$ cat src/rtl/phy_tx.sv
// phy_tx: transmit side of the two-lane serial PHY. Byte-stripes 32-bit words across
// two lanes, MSB first, one bit per clk, and fills idle time with the COMMA byte.
module phy_tx #(
  parameter logic [7:0] COMMA      = 8'hBC,
  parameter int         SYNC_BYTES = 4
) (
  input  logic        clk,
  input  logic        reset,
  input  logic [31:0] data_in,
  input  logic        valid_in,
  output logic        ready_out,
  output logic        serial_o0,
  output logic        serial_o1,
  output logic        active_out
);

  localparam int SW = (SYNC_BYTES > 1) ? $clog2(SYNC_BYTES) : 1;

  typedef enum logic [1:0] {SYNC, IDLE, DATA_HI, DATA_LO} state_t;

  state_t        r_state;
  logic [2:0]    r_bitCnt;
  logic [SW-1:0] r_syncCnt;
  logic [7:0]    r_shift0;
  logic [7:0]    r_shift1;
  logic [31:0]   r_buf;
  logic          r_bufFull;
  logic [15:0]   r_loHold;
  logic          r_active;

  logic w_bb;
  logic w_accept;

  assign w_bb       = (r_bitCnt == 3'd7);
  assign ready_out  = !r_bufFull && (r_state != SYNC);
  assign w_accept   = valid_in && ready_out;
  assign serial_o0  = r_shift0[7];
  assign serial_o1  = r_shift1[7];
  assign active_out = r_active;

  // Accept and hi-half load never coincide: accept needs an empty buffer, the load a full one.
  always_ff @(posedge clk) begin
    if (reset) begin
      r_state   <= SYNC;
      r_bitCnt  <= '0;
      r_syncCnt <= '0;
      r_shift0  <= COMMA;
      r_shift1  <= COMMA;
      r_buf     <= '0;
      r_bufFull <= 1'b0;
      r_loHold  <= '0;
      r_active  <= 1'b0;
    end else begin
      r_bitCnt <= r_bitCnt + 3'd1;

      if (w_accept) begin
        r_buf     <= data_in;
        r_bufFull <= 1'b1;
      end

      if (!w_bb) begin
        r_shift0 <= {r_shift0[6:0], 1'b0};
        r_shift1 <= {r_shift1[6:0], 1'b0};
      end else begin
        case (r_state)
          SYNC: begin
            r_shift0 <= COMMA;
            r_shift1 <= COMMA;
            r_active <= 1'b0;
            if (r_syncCnt == SW'(SYNC_BYTES - 1)) begin
              r_syncCnt <= '0;
              r_state   <= IDLE;
            end else begin
              r_syncCnt <= r_syncCnt + SW'(1);
            end
          end
          IDLE, DATA_LO: begin
            if (r_bufFull) begin
              r_shift0  <= r_buf[31:24];
              r_shift1  <= r_buf[23:16];
              r_loHold  <= r_buf[15:0];
              r_bufFull <= 1'b0;
              r_active  <= 1'b1;
              r_state   <= DATA_HI;
            end else begin
              r_shift0 <= COMMA;
              r_shift1 <= COMMA;
              r_active <= 1'b0;
              r_state  <= IDLE;
            end
          end
          DATA_HI: begin
            r_shift0 <= r_loHold[15:8];
            r_shift1 <= r_loHold[7:0];
            r_active <= 1'b1;
            r_state  <= DATA_LO;
          end
        endcase
      end
    end
  end

endmodule

$ cat config.mk
export PLATFORM = sky130hd
export DESIGN_NAME = phy_tx
export DESIGN_NICKNAME = d
export VERILOG_FILES = /design/src/rtl/phy_tx.sv
export SDC_FILE = /design/constraint.sdc
export NUM_CORES = 1
export LEC_CHECK = 0
export ABC_AREA = 1
export BUFFER_PORTS_ARGS = -buffer_cell sky130_fd_sc_hd__buf_2
export CAP_MARGIN = 20
export CORE_ASPECT_RATIO = 0.9
export CORE_MARGIN = 3
export CORE_UTILIZATION = 56
export DETAILED_ROUTE_END_ITERATION = 6
export PLACE_DENSITY = 0.78
export REMOVE_ABC_BUFFERS = 1
export SYNTH_ARGS = -nofsm -noshare
export SYNTH_HDL_FRONTEND = slang
export SYNTH_SLANG_ARGS = --single-unit
$ cat constraint.sdc
create_clock -name clk -period 1.57 [get_ports clk]
set_input_delay 0.2355 -clock clk [delete_from_list [all_inputs] [get_ports clk]]
set_output_delay 0.2355 -clock clk [all_outputs]
set_load 0.01 [all_outputs]
==> metrics.csv <==
stage,metric,value,unit
detailed_routing,DR vias,2484,
finish,Layout area overhead,15.3,%
detailed_routing,vias per std cell,4.74,
critical_path,Most common cell on crit path,nor2_1,
critical_path,"CP delay by family, top",flip-flops,
critical_path,critical path peak fanout,6,
timing,Max-slew headroom,67.0,%
global_routing,number of global-route vias before repair,2272,
synth,Yosys top cell area share,49.9,%
timing,final hold vios,0,
clock_tree,hold buffer count at cts,0,
global_routing,grt met3 use,8.49,%
critical_path,WS Path Type,reg2out,
pwr,LEAKAGE,0.00163,µW
critical_path,CP startpoint kind,register,
critical_path,"slowest stage delay, CP",360,ps
timing,Fin Hold WS,106,ps
timing,Peak Freq,706,MHz
floorplanning,core area,4950,µm²
detailed_routing,Initial DRC Count,116,
placed_design,cell area after placement,3180,µm²
clock_tree,Bufs on Longest Clock Path,2,
timing,Setup-failing EPs final,0,
detailed_routing,final WL,5.65,mm
timing,Worst Skew,8.94,ps
clock_tree,number of setup buffers added after CTS,0,
detailed_routing,antenna-violating nets left,0,
detailed_routing,average wire per standard cell,10.8,µm
floorplanning,# IOs,39,
placed_design,gp weighted congestion,0.841,
synth,Ys Warns,0,
synth,Synth Instances,414,
timing,"Slew Viols, Final",0,
synth,synthesized cell area,2930,µm²
critical_path,required time of the critical path,1330,ps
timing,fin crit share,90.2,%
synth,ys async rst share,0,%
clock_tree,clk root buf,clkbuf_8,
clock_tree,CTS tree,done,
synth,flop and latch count out of synthesis,73,
finish,# diodes,0,
global_routing,Most Crowded Layer GR,met2,
pwr,P_int,2700,µW
finish,ratio of cells with drive above 1 in the final layout,15.0,%
pwr,Sw Share,21.5,%
critical_path,Worst EP arrival,1180,ps
timing,actual slew at the worst max-slew pin,493,ps
floorplanning,starting density of the core,59.1,%
detailed_routing,drt drc,0,
synth,"Seq/Total Area, Yosys",49.9,%
global_routing,total global routing overflow,0,
synth,average size of a mapped cell,7.08,µm²
synth,Synth area leaders,"dfxtp_1 50%, nand2_1 13%, nor2_1 9.6%, inv_1 7.3%, a21oi_1 5.5%",
floorplanning,die width,82.2,µm
pwr,Flop pwr share,54.6,%
pwr,Worst VDD drop,0.704,mV
finish,Fill cells,452,
synth,most numerous cell in the Yosys netlist,nand2_1,
critical_path,Crit. End Element,output pin,
global_routing,largest net degree at the start of global routing,42,
clock_tree,worst skew pair latency,350,ps
placed_design,Post-Place Cells,508,
timing,Tmin final,1420,ps
placed_design,post-detail-place hpwl,3.82,mm
synth,cell taking the most area after synthesis,dfxtp_1,
timing,final setup TNS,0,ps
pwr,clock share of power,41.9,%
timing,RSZ-0062 raised after global routing,false,
global_routing,M1 GR Usage,24.7,%
floorplanning,die footprint,6140,µm²
global_routing,GRT Resource Usage Total,21.0,%
clock_tree,clk slew on worst S/H paths,80,ps
global_routing,initial antenna violation count,0,
finish,Multi-input gate area,1120,µm²
pwr,switching power,742,µW
pwr,Pwr Total,3440,µW
critical_path,worst path bufs/invs,1,
critical_path,Worst path slowest cell,dfxtp_1,
synth,post-synthesis cell type count,19,
outcome,status,"finished, final reports clean",
pwr,Pwr Density,1020,nW/µm²
clock_tree,Resize count post-CTS,0,
finish,design area,3380,µm²
finish,Layout Cells excl Fill,524,
pwr,Comb pwr share,3.5,%
min_path,Tightest Hold Check Type,in2reg,
global_routing,first-pass GRT wire length,9.74,mm
critical_path,cells along the critical path,"nor2_1, nor2_1, buf_2",
placed_design,port bufs,38,
global_routing,GR Layer Usage met2,35.0,%
finish,final net count,492,
synth,main flop type after synthesis,dfxtp_1,
floorplanning,# rows,24,
detailed_routing,Pre-antenna DRT Iters,4,
clock_tree,Clock Sinks,73,
synth,Synth top cells by count,"105 x nand2_1, 75 x nor2_1, 73 x dfxtp_1",
clock_tree,# H-tree levels,3,
synth,number of synthesized flops with an enable pin,0,
finish,register area,1460,µm²
floorplanning,die height,74.6,µm
run,# Max-Cap Violations,0,
clock_tree,CTS buffer count,9,
## final timing paths
path	cells past startpoint	end	slack (ps)	from
worst max register to register	7	r_shift0[0]	180	r_bitCnt[0]
worst min-delay path	3	r_buf[5]	110	data_in[5]
worst max-delay path	3	ready_out	150	r_state[0]
worst min register to register	1	r_bitCnt[0]	440	r_bitCnt[0]
## cell type report
class,count,area share (%)
Timing Repair Buffer,51,8.52
Sequential cell,73,43.3
Tap cell,65,2.41
Multi-Input combinational cell,259,33.3
Clock buffer,11,4.19
Inverter,60,6.67
Clock inverter,5,1.63
## flip-flops by register name (all words and copies together), names as in the netlist
name        cells
r_buf          32
r_shift1        8
r_loHold       16
r_state         2
r_bitCnt        3
r_syncCnt       2
r_bufFull       1
active_out      1
r_shift0        8
## kinds of logic after synthesis
group,share of synthesized area (%)
DFF,49.9
and+or+nand+nor,25.1
buffers and inverters,11.7
adders and majority gates,1.28
AOI/OAI and AO/OA,12.0
## power by group through the flow
stage	clock network (µW)	registers [µW]	logic (µW)
after floorplan	0	1920	47.0
after global placement	0	1920	117
after detailed placement	0	1920	120
after CTS	1480	1880	121
after global routing	1550	1880	139
final	1440	1880	119
## layer usage
metal,wire (µm),part of all wire (%),vias up
li1,-,-,1339
met1,2550,45,1078
met2,2650,47,57
met3,362,6.4,10
met4,80,1.4,0
met5,0,0,-
## metrics by stage
stage	setup slack, ps	utilization [%]
global placement	262	64.2
floorplan	-371	-
finish	154	68.2
CTS	158	68.2
global route	15.1	68.2
detailed placement	198	64.2
## layout by cell type (no fill, tap or decap)
cell          n
nand2_1     105
nor2_1       75
dfxtp_1      73
inv_1        57
buf_2        38
a21oi_1      32
o21ai_0      21
buf_4        13
clkbuf_8     10
nand3_1       9
o211ai_1      9
o22ai_1       3
ha_1          3
inv_2         2
clkinv_2      2
clkinvlp_4    2
nand3_2       1
clkinv_1      1
nor3_1        1
clkbuf_1      1
bufinv_16     1
## worst min-delay path, stage by stage
cell	delay, ps
buf_2	70
nor2_1	30
nor2_1	80
No activity file was read; power rests on OpenSTA's default activity.
